[src/rtl/pre_i_gradient_gen_pkg.sv]
// Shared constants, widths and types for the pre-intra gradient generator.
// Latency: none (declarations only).
// Backpressure: none (declarations only).
package pre_i_pkg;

   localparam int SLOT_LEN  = 40;   // cycles per block slot
   localparam int NBLK      = 64;   // 8x8 blocks per CTU
   localparam int RUN_START = 2;    // first cnt with valid gradients
   localparam int NPOS      = 36;   // interior positions per 8x8 block

   localparam int CNT_W  = 6;
   localparam int BLK_W  = 7;
   localparam int GRAD_W = 11;
   localparam int ROW_W  = 64;

   localparam logic [CNT_W-1:0] CNT_LAST   = CNT_W'(SLOT_LEN - 1);
   // The window for position i is read one cycle before it is shown.
   localparam logic [CNT_W-1:0] EMIT_FIRST = CNT_W'(RUN_START - 1);
   localparam logic [CNT_W-1:0] EMIT_LAST  = CNT_W'(RUN_START + NPOS - 2);
   localparam logic [BLK_W-1:0] BLK_LAST   = BLK_W'(NBLK - 1);
   localparam logic [BLK_W-1:0] BLK_END    = BLK_W'(NBLK);

   typedef enum logic [1:0] {IDLE, WAIT, RUN, FLUSH} state_t;

   typedef logic signed [GRAD_W-1:0] grad_t;

endpackage

[src/rtl/pre_i_gradient_gen_if.sv]
// Pixel-row load handshake plus the gradient/timing bus towards mode decision.
// Latency: none (wiring only).
// Backpressure: pix_ready gates pix_row; the gradient side has no backpressure.
interface pre_i_gradient_gen_if;
   import pre_i_pkg::*;

   logic               pix_valid;
   logic               pix_ready;
   logic [ROW_W-1:0]   pix_row;

   grad_t              gx;
   grad_t              gy;
   logic               counterrun1;
   logic               counterrun2;
   logic [CNT_W-1:0]   cnt;
   logic [BLK_W-1:0]   blockcnt;

   // Pixel source and gradient consumer.
   modport master (
      output pix_valid, pix_row,
      input  pix_ready, gx, gy, counterrun1, counterrun2, cnt, blockcnt
   );

   // Gradient generator.
   modport slave (
      input  pix_valid, pix_row,
      output pix_ready, gx, gy, counterrun1, counterrun2, cnt, blockcnt
   );

endinterface

[src/rtl/pre_i_gradient_gen_sobel.sv]
// 3x3 Sobel gx/gy on a window of unsigned 8-bit pixels.
// Latency: combinational; the parent registers the results.
// Backpressure: none.
module pre_i_sobel3x3
   import pre_i_pkg::*;
(
   input  logic [8:0][7:0] i_win,   // index 3*row+col, row 0 is the upper row
   output grad_t           o_gx,
   output grad_t           o_gy
);

   grad_t w_p [9];

   // Zero-extend each pixel into the signed result width; +/-1020 fits exactly.
   always_comb begin
      for (int k = 0; k < 9; k++) begin
         w_p[k] = $signed({{(GRAD_W-8){1'b0}}, i_win[k]});
      end
   end

   assign o_gx = (w_p[2] + (w_p[5] <<< 1) + w_p[8])
               - (w_p[0] + (w_p[3] <<< 1) + w_p[6]);

   assign o_gy = (w_p[6] + (w_p[7] <<< 1) + w_p[8])
               - (w_p[0] + (w_p[1] <<< 1) + w_p[2]);

endmodule

[src/rtl/pre_i_gradient_gen.sv]
// Loads a CTU as 64 8x8 blocks into a ping-pong store and emits interior Sobel gradients per 40-cycle slot.
// Latency: position i of a block appears at cnt=2+i of its slot, one register after the window read.
// Backpressure: pix_ready drops while the target bank is full; a slot stalls at cnt=0 until its bank is full.
module pre_i_gradient_gen
   import pre_i_pkg::*;
(
   input  logic                clk,
   input  logic                rstn,
   input  logic                start,
   output logic                busy,
   output logic                done,
   pre_i_gradient_gen_if.slave bus
);

   // Ping-pong store: block b lives in bank b[0], one 64-bit word per image row.
   logic [ROW_W-1:0] r_bank [2][8];
   logic [1:0]       r_full;
   logic [2:0]       r_row;
   logic [BLK_W-1:0] r_lblk;

   state_t           r_state;
   logic [CNT_W-1:0] r_cnt;
   logic [BLK_W-1:0] r_blk;
   logic             r_busy;
   logic             r_done;
   logic             r_cr1;
   logic             r_cr2;
   grad_t            r_gx;
   grad_t            r_gy;
   logic [2:0]       r_pr;      // interior row of the window being read, 1..6
   logic [2:0]       r_pc;      // interior column of the window being read, 1..6

   logic             w_tgt;
   logic             w_cons;
   logic             w_ready;
   logic             w_xfer;
   logic             w_free;
   logic [ROW_W-1:0] w_rm;
   logic [ROW_W-1:0] w_r0;
   logic [ROW_W-1:0] w_rp;
   logic [5:0]       w_cb;
   logic [8:0][7:0]  w_win;
   grad_t            w_gx;
   grad_t            w_gy;

   assign w_tgt   = r_lblk[0];
   assign w_cons  = r_blk[0];
   // Built only from registered state, so a bank freed at cnt=39 is writable from the next cycle.
   assign w_ready = r_busy && !r_full[w_tgt] && (r_lblk < BLK_END);
   assign w_xfer  = bus.pix_valid && w_ready;
   assign w_free  = (r_state == RUN) && (r_cnt == CNT_LAST);

   // Load bookkeeping: row/block counters and per-bank full flags.
   always_ff @(posedge clk or negedge rstn) begin
      if (!rstn) begin
         r_row  <= '0;
         r_lblk <= '0;
         r_full <= '0;
      end else if ((r_state == IDLE) && start) begin
         r_row  <= '0;
         r_lblk <= '0;
         r_full <= '0;
      end else begin
         // The freed bank is never the load target in the same cycle.
         if (w_free) begin
            r_full[w_cons] <= 1'b0;
         end
         if (w_xfer) begin
            r_row <= r_row + 3'd1;
            if (r_row == 3'd7) begin
               r_full[w_tgt] <= 1'b1;
               r_lblk        <= r_lblk + 7'd1;
            end
         end
      end
   end

   // Pixel words; only read while their full flag is set, so they carry no reset.
   always_ff @(posedge clk) begin
      if (w_xfer) begin
         r_bank[w_tgt][r_row] <= bus.pix_row;
      end
   end

   // Select the 3x3 window around (r_pr, r_pc) from the bank being consumed.
   always_comb begin
      w_rm = r_bank[w_cons][r_pr - 3'd1];
      w_r0 = r_bank[w_cons][r_pr];
      w_rp = r_bank[w_cons][r_pr + 3'd1];
      w_cb = {r_pc - 3'd1, 3'b000};
      w_win[0] = w_rm[w_cb         +: 8];
      w_win[1] = w_rm[w_cb + 6'd8  +: 8];
      w_win[2] = w_rm[w_cb + 6'd16 +: 8];
      w_win[3] = w_r0[w_cb         +: 8];
      w_win[4] = w_r0[w_cb + 6'd8  +: 8];
      w_win[5] = w_r0[w_cb + 6'd16 +: 8];
      w_win[6] = w_rp[w_cb         +: 8];
      w_win[7] = w_rp[w_cb + 6'd8  +: 8];
      w_win[8] = w_rp[w_cb + 6'd16 +: 8];
   end

   pre_i_sobel3x3 u_sobel (
      .i_win (w_win),
      .o_gx  (w_gx),
      .o_gy  (w_gy)
   );

   // Slot sequencer with registered gradients and timing outputs.
   always_ff @(posedge clk or negedge rstn) begin
      if (!rstn) begin
         r_state <= IDLE;
         r_cnt   <= '0;
         r_blk   <= '0;
         r_busy  <= 1'b0;
         r_done  <= 1'b0;
         r_cr1   <= 1'b0;
         r_cr2   <= 1'b0;
         r_gx    <= '0;
         r_gy    <= '0;
         r_pr    <= 3'd1;
         r_pc    <= 3'd1;
      end else begin
         r_done <= 1'b0;
         r_cr1  <= 1'b0;
         r_cr2  <= r_cr1;
         case (r_state)
            IDLE: begin
               if (start) begin
                  r_state <= WAIT;
                  r_blk   <= '0;
                  r_cnt   <= '0;
                  r_busy  <= 1'b1;
               end
            end
            WAIT: begin
               // Stalls sit at cnt=0, where the consumer does nothing.
               if (r_full[w_cons]) begin
                  r_state <= RUN;
                  r_cnt   <= 6'd1;
                  r_pr    <= 3'd1;
                  r_pc    <= 3'd1;
               end
            end
            RUN: begin
               if ((r_cnt >= EMIT_FIRST) && (r_cnt <= EMIT_LAST)) begin
                  r_gx  <= w_gx;
                  r_gy  <= w_gy;
                  r_cr1 <= 1'b1;
                  if (r_pc == 3'd6) begin
                     r_pc <= 3'd1;
                     r_pr <= r_pr + 3'd1;
                  end else begin
                     r_pc <= r_pc + 3'd1;
                  end
               end
               if (r_cnt == CNT_LAST) begin
                  r_cnt   <= '0;
                  r_blk   <= r_blk + 7'd1;
                  r_state <= (r_blk == BLK_LAST) ? FLUSH : WAIT;
               end else begin
                  r_cnt <= r_cnt + 6'd1;
               end
            end
            FLUSH: begin
               if (r_cnt == CNT_LAST) begin
                  r_done  <= 1'b1;
                  r_busy  <= 1'b0;
                  r_cnt   <= '0;
                  r_blk   <= '0;
                  r_state <= IDLE;
               end else begin
                  r_cnt <= r_cnt + 6'd1;
               end
            end
            default: r_state <= IDLE;
         endcase
      end
   end

   assign bus.pix_ready   = w_ready;
   assign bus.gx          = r_gx;
   assign bus.gy          = r_gy;
   assign bus.counterrun1 = r_cr1;
   assign bus.counterrun2 = r_cr2;
   assign bus.cnt         = r_cnt;
   assign bus.blockcnt    = r_blk;
   assign busy            = r_busy;
   assign done            = r_done;

endmodule

[src/flat_wrapper.sv]
// flat-port wrapper written by rule: the top's interface ports become plain ports
module pre_i_gradient_gen_flat import pre_i_pkg::*;
  (clk, rstn, start, busy, done, bus_pix_valid, bus_pix_row, bus_pix_ready, bus_gx, bus_gy, bus_counterrun1, bus_counterrun2, bus_cnt, bus_blockcnt);
  pre_i_gradient_gen_if bus_i ();
  input  logic clk;
  input  logic rstn;
  input  logic start;
  output logic busy;
  output logic done;
  input wire logic [$bits(bus_i.pix_valid)-1:0] bus_pix_valid;
  input wire logic [$bits(bus_i.pix_row)-1:0] bus_pix_row;
  output wire logic [$bits(bus_i.pix_ready)-1:0] bus_pix_ready;
  output wire logic [$bits(bus_i.gx)-1:0] bus_gx;
  output wire logic [$bits(bus_i.gy)-1:0] bus_gy;
  output wire logic [$bits(bus_i.counterrun1)-1:0] bus_counterrun1;
  output wire logic [$bits(bus_i.counterrun2)-1:0] bus_counterrun2;
  output wire logic [$bits(bus_i.cnt)-1:0] bus_cnt;
  output wire logic [$bits(bus_i.blockcnt)-1:0] bus_blockcnt;
  assign bus_i.pix_valid = bus_pix_valid;
  assign bus_i.pix_row = bus_pix_row;
  assign bus_pix_ready = bus_i.pix_ready;
  assign bus_gx = bus_i.gx;
  assign bus_gy = bus_i.gy;
  assign bus_counterrun1 = bus_i.counterrun1;
  assign bus_counterrun2 = bus_i.counterrun2;
  assign bus_cnt = bus_i.cnt;
  assign bus_blockcnt = bus_i.blockcnt;
  pre_i_gradient_gen u_core (.clk(clk), .rstn(rstn), .start(start), .busy(busy), .done(done), .bus(bus_i));
endmodule
[config.mk]
export PLATFORM = sky130hd
export DESIGN_NAME = pre_i_gradient_gen_flat
export DESIGN_NICKNAME = d
export VERILOG_FILES = /design/src/rtl/pre_i_gradient_gen_pkg.sv /design/src/rtl/pre_i_gradient_gen_if.sv /design/src/rtl/pre_i_gradient_gen_sobel.sv /design/src/rtl/pre_i_gradient_gen.sv /design/src/flat_wrapper.sv
export SDC_FILE = /design/constraint.sdc
export NUM_CORES = 2
export LEC_CHECK = 0
export BUFFER_PORTS_ARGS = -buffer_cell sky130_fd_sc_hd__buf_2
export CAP_MARGIN = 10
export CORE_ASPECT_RATIO = 1.75
export CORE_MARGIN = 2
export CORE_UTILIZATION = 40
export DETAILED_ROUTE_END_ITERATION = 6
export GPL_ROUTABILITY_DRIVEN = 0
export PLACE_DENSITY = 0.56
export SKIP_LAST_GASP = 1
export SLEW_MARGIN = 20
export SYNTH_ARGS = -nofsm -noshare
export SYNTH_HDL_FRONTEND = slang
export SYNTH_SLANG_ARGS = --single-unit
[constraint.sdc]
create_clock -name clk -period 8.1 [get_ports clk]
set_input_delay 0.81 -clock clk [delete_from_list [all_inputs] [get_ports clk]]
set_output_delay 0.81 -clock clk [all_outputs]
set_load 0.01 [all_outputs]
Yosys cells after proc, flatten, opt, wreduce, memory -nomap -nowiden
Memories as Yosys holds them, arrays and structs flattened. Index checks and enable logic that the tools add are counted. W data, S select, Z words.

Latch bits: 0. Bits in writable memories: 1024. ROM bits: 0. Memories kept: 1. Flip-flop bits (word level): 59.

Memory list: u_core.r_bank (words 2, bits a word 512, read ports 1, clocked after memory_dff 0, write ports 1, RTL line pre_i_gradient_gen.sv:16) `logic [ROW_W-1:0] r_bank [2][8];`.

$add $sub $neg: 20. Reductions and logical operators: 25. $mul: 0. Magnitude comparators: 12. Shift operators: 8. Equal/unequal tests: 13. Muxes and demuxes: 59. Divide/modulo/power cells: 0. Bitwise gates (word level): 7.

Operators by type and width (number): $bmux W64 S3 (3); $mux W512 (1); $shiftx A64 B7 Y8 (8); $mux W64 (7); $demux W64 S3 (1); $mux W7 (6); $add A8 B9 Y10 (4); $add A10 B8 Y11 (3); $sub A11 B11 Y11 (2); $mux W3 (7); $pmux W7 S3 (1); $mux W2 (10); $mux W6 (3); $pmux W6 S3 (1); $ge A4 B4 Y1 const B (4); $not A3 Y4 (4); $add A7 B1 Y7 const B (2); $mux W1 (13); $pmux W3 S2 (2); $reduce_and A4 Y1 (3); $add A11 B9 Y11 (1); $add A3 B1 Y3 const B (3); $logic_and A1 B1 Y1 (9); $ne A2 B2 Y1 const B (4); other kinds (29) (42).

Longest topological paths before layout
Word-level depth: 12. Gate-level depth with buffers: 34. Depth with buffers taken out: 28.

Modules after synthesis
A second synthesis with hierarchy kept.

Cell total of the unflattened synthesis: 3965. Area total of the unflattened synthesis: 62772.7 µm².

Modules (own cells, without submodules): pre_i_gradient_gen (instances 1, cells each 3698, area each 60289.1 µm²); pre_i_sobel3x3 (instances 1, cells each 267, area each 2483.6 µm²).

Worst setup path after synthesis
No wires, ideal clock.

Path type: input-to-reg. Start: input bus_pix_valid. End: memory u_core.r_bank[0][448] in the netlist's numbering (enable). Stages: 4. Path buffers: 1. Setup time: 0.644 ns. Slack: -0.167 ns. Data arrival time: 7.623 ns. Path through: nor4bb_1 > clkbuf_1 > nand2b_1 > nor4_1.

Cells in the longest elaborated chain, start to end: 3.

RTL lines: start: declaration (RTL line flat_wrapper.sv:10) `input wire logic [$bits(bus_i.pix_valid)-1:0] bus_pix_valid;`; $logic_and A1 B1 Y1 (RTL line pre_i_gradient_gen.sv:50) `assign w_xfer = bus.pix_valid && w_ready;`; $mux W1 (RTL line pre_i_gradient_gen.sv:80) `if (w_xfer) begin`; $mux W512 (not written as such) (RTL line pre_i_gradient_gen.sv:81) `r_bank[w_tgt][r_row] <= bus.pix_row;`; end: declaration (RTL line pre_i_gradient_gen.sv:16).

No other way between the ends.

Worst setup path in the final report
Start: register u_core.r_pr[0]. End: register u_core.r_gy[10] (netlist: u_core.bus.gy[10]).

Cells in the longest elaborated chain, start to end: 9. Elaborated cells on any way between the ends: 21.

RTL lines: start: declaration (RTL line pre_i_gradient_gen.sv:30) `logic [2:0] r_pr;`; start signal: assignment (RTL line pre_i_gradient_gen.sv:151) `r_pr <= r_pr + 3'd1;`; $sub A3 B1 Y3 or $add A3 B1 Y3 (tied branches) (RTL line pre_i_gradient_gen.sv:87, pre_i_gradient_gen.sv:89); $not A3 Y4 (on tied branches) (RTL line pre_i_gradient_gen.sv:87, pre_i_gradient_gen.sv:89); $bmux W64 S3 (on tied branches) (RTL line pre_i_gradient_gen.sv:87, pre_i_gradient_gen.sv:89); $mux W64 (on tied branches) (2 in series) (RTL line pre_i_gradient_gen.sv:87, pre_i_gradient_gen.sv:89); $shiftx A64 B7 Y8 (on tied branches); $add A8 B9 Y10 (on tied branches) (RTL line pre_i_gradient_gen_sobel.sv:25, pre_i_gradient_gen_sobel.sv:24); $add A11 B9 Y11 or $add A10 B8 Y11 (tied branches) (RTL line pre_i_gradient_gen_sobel.sv:25, pre_i_gradient_gen_sobel.sv:24); $sub A11 B11 Y11 (*) (RTL line pre_i_gradient_gen_sobel.sv:25) `- (w_p[0] + (w_p[1] <<< 1) + w_p[2]);`; end signal: assignment (RTL line pre_i_gradient_gen.sv:147) `r_gy <= w_gy;`; end: declaration (RTL line pre_i_gradient_gen.sv:29) `grad_t r_gy;`.

Every way passes the cells marked *; elsewhere a longest branch is shown, timed or not. The select of a mux whose other input is x is not followed. A chain may end at the register's enable or synchronous reset.

==> summary.md <==
| Metric | Value |
|---|---|
| Outcome | finished, final reports clean |
| Vias in the first global route | 33.0k |
| Tightest slew margin relative to the limit | 37.7% |
| Startpoint types | flop |
| Synthesized instance count | about 2.9k |
| Overall Global Routing Usage | 23.9% |
| Clock latency on the worst-skew pair | 0.73 ns |
| Share of the cycle needed by the critical path after routing | 91.1% |
| Die X | 286 um |
| RR Startpoint | u_core.r_pr[0] |
| Number of DRC markers in iteration 0 | 3,214 |
| Share of Yosys cell area claimed by the top area cell type | 55.3% |
| Remaining number of nets flagged by the antenna check after routing | 0 |
| Sequential cell area | 0.0322 mm2 |
| Postcts setup bufs | 0 |
| Number of enable-type register cells in the synthesized netlist | 1,024 |
| Design Area, Final | 0.0622 mm2 |
| Layout Utilization | 44.9% |
| Sequential-to-total area share from yosys stat | slightly below 60% |
| Startpoint of the worst setup timing path | u_core.r_pr[0] |
| Synthesized cell area | around 0.056 mm2 |
| Most common cell in the synthesized netlist | edfxtp_1 |
| Post-layout net count | 3,170 |
| Biggest fanout along the worst timing path | 68 |
| Clock transition time at the flip-flop clock pins of the worst setup and hold paths | 0.07 ns |
| R2R Path End | u_core.bus.gy[10] |
| Area of the multi-input gates | approximately 0.022 mm2 |
| Final min period | 7.38 ns |
| Die Outline Area | ~0.14 mm2 |
| Worst endpoint data arrival time | between 7 and 8 ns |
| Number of buffers added by the clock tree synthesis step | 101 |
| Count of buffers inserted at the top-level ports | 107 |
| Final-layout fill cell count | 11.8k |
| Slew at the pin closest to its max-slew limit | 0.933 ns |
| Synth Net Count | slightly above 3k |
| Largest net degree at the start of global routing | 119 |
| Number of hold-repair buffers added at the cts stage | 0 |
| Post-DP HPWL | 109,000 um |
| Final WL | 169,000 um |
| Final-report max-slew violation count | 0 |
| Yosys synthesis warning count | 0 |
| Worst setup path class | flop to flop |
| Cell accounting for the most synthesized area | edfxtp_1 |
| Ratio of routed vias to standard cells | 6.44 |
| Required arrival time at the worst endpoint | 8.69 ns |
| Setup TNS | 0 ns |
| Achievable Freq | between 100 and 150 MHz |
| Number of top-level design ports | about 110 |
| Reg2reg setup slack | 0.72 ns |
| Area after DPL | 0.0588 mm2 |
| TritonCTS clock tree | done |
| Total via count after detailed routing | roughly 32k |
| Fraction of layout instances using a drive strength above 1 | 37.4% |
| Max-Cap Viols | 0 |
| Synthesized area per cell | 19.3 um2 |
| Initial Utilization | 40.1% |
| Cell variety after synth | 62 |
| Hold WS | about 0.27 ns |
| Synth area leaders | edfxtp_1 55%, mux4_2 30%, dfrtp_1 2.6% |
| Die extent in y | just under 500 um |
| Sink count of the clock tree | 1,083 |
| Signed area change from the synthesized netlist to the final layout | 11.8% |
| Dominant register cell in the synthesized netlist | edfxtp_1 |
| Capturing instance or port of the critical path | u_core.bus.gy[10] |
| Maximum level of the CTS H-tree | 3 |
| Global-route wire length before repair | 242,000 um |
| Largest clock skew in the final design | approximately 0.038 ns |
| CTS Buffer Depth | 3 |
| Core region area | 0.139 mm2 |
| Unrepaired setup endpoints after global routing | false |
| Register bit count reported by yosys | 1,083 |
| Worst reg2reg path depth | 23 |
| Crit path capture type | flop |
| Average wire per standard cell | approximately 34 um |
| Number of antenna violations at the first check in global routing | 22 |
| Clock tree root driver cell | clkbuf_16 |
| Count of final hold-check violations | 0 |
| First-pass detailed-route iteration total | 7 |
| Placement row count | 181 |
| Async set-reset flop share out of synthesis | 5.45% |
| DRC violations left | 0 |
| Type of the most critical hold path | input port to async pin |
| Resized cells post-CTS | 0 |
| Finish-stage setup viols | 0 |
| Overflow left after global routing | 0 |
| Top cells by instance count after synthesis | 1,024 x edfxtp_1, 734 x mux4_2, 256 x nand2_1 |
## state kept, by name, indices dropped and copies added, names as in the netlist, 3 cells and up
| signal | flops |
|---|---|
| u_core.r_pr | 3 |
| u_core.bus.cnt | 6 |
| u_core.r_pc | 3 |
| u_core.r_lblk | 7 |
| u_core.r_row | 3 |
| u_core.bus.gy | 11 |
| u_core.r_bank | 1024 |
| u_core.bus.gx | 11 |
| u_core.bus.blockcnt | 7 |
## layout by cell type (no fill, tap or decap), types with 9 or more instances in the layout
cell type     n
edfxtp_1   1024
ha_1         52
o21ai_0      43
nor2_1       48
a21oi_1      44
mux2i_1      43
a221oi_2     16
nand2_1     256
nand3_1      18
fa_1         55
a22oi_1      13
o221a_1      11
a21o_1        9
a22o_1       16
buf_4        78
inv_1        94
clkbuf_1     21
clkinv_2     17
mux4_2      734
xor2_1       18
buf_12       24
clkinv_1     18
clkbuf_16   104
dfrtp_1      53
bufinv_16    11
buf_2       107
## layout make-up
type,instances,share of cell area [%]
flip-flops and latches,1083,51.9
multi-input cells,1496,35.8
clock buffers,130,4.42
well taps,1830,3.68
repair buffers,210,2.60
clock inverters,59,0.984
inverters,102,0.618
diodes,6,0.0241
## worst min path at each step
stage	to	slack, ns	cells past startpoint
after floorplan	u_core.bus.counterrun2	0.42	0
after global placement	u_core.bus.counterrun2	0.41	0
after detailed placement	u_core.bus.counterrun2	0.41	0
after CTS	u_core.r_lblk[0]	0.27	2
after global routing	u_core.r_lblk[0]	0.33	2
final	u_core.r_full[0]	0.27	2
## stage by stage
step,worst slack [ns],instances
floorplan,0.244,2885
global placement,0.831,4720
detailed placement,0.767,4721
CTS,0.773,4910
global route,0.387,4912
finish,0.723,4916
## worst max-delay path: stages (launching register included)
cell and delay [ns]:
dfstp_4 0.70, buf_4 0.71, mux4_2 0.43, mux4_2 0.64, a22o_1 0.29, a221oi_2 0.20, o21a_1 0.30, inv_2 0.06
ha_1 0.27, a21o_1 0.17, a21oi_1 0.24, o21ai_0 0.21, nor2_1 0.16, xnor2_1 0.16, fa_1 0.46, fa_1 0.47
fa_1 0.49, inv_1 0.04, ha_1 0.31, o21ai_0 0.12, o21ai_0 0.31, a41oi_1 0.20, xnor2_1 0.18, o21ai_0 0.08
## layer usage
| layer | routed length [um] | share of wire [%] | global-route usage (%) | up-vias |
|---|---|---|---|---|
| met1 | 61400 | 36 | 28.8 | 17323 |
| li1 | - | - | - | 12448 |
| met4 | 8500 | 5.0 | 11.2 | 14 |
| met5 | 97 | 0.057 | 0 | - |
| met3 | 11000 | 6.5 | 3.76 | 341 |
| met2 | 88400 | 52 | 42.0 | 1549 |
## kinds of logic (layout without fill, tap and decap cells)
group	count (synthesis)	after routing	synth area share (%)
buffers and inverters	306	501	2.38
xor gates and xnor gates	30	30	0.499
muxes	780	780	30.6
adders and majority gates	108	108	3.17
DFF	1083	1083	57.9
and+or+nand+nor	379	379	2.82
AOI/OAI and AO/OA	199	199	2.65
other	0	6	0
Power is not shown: default switching activity piles up to over one toggle a cycle in this logic, so the estimate is an artifact.
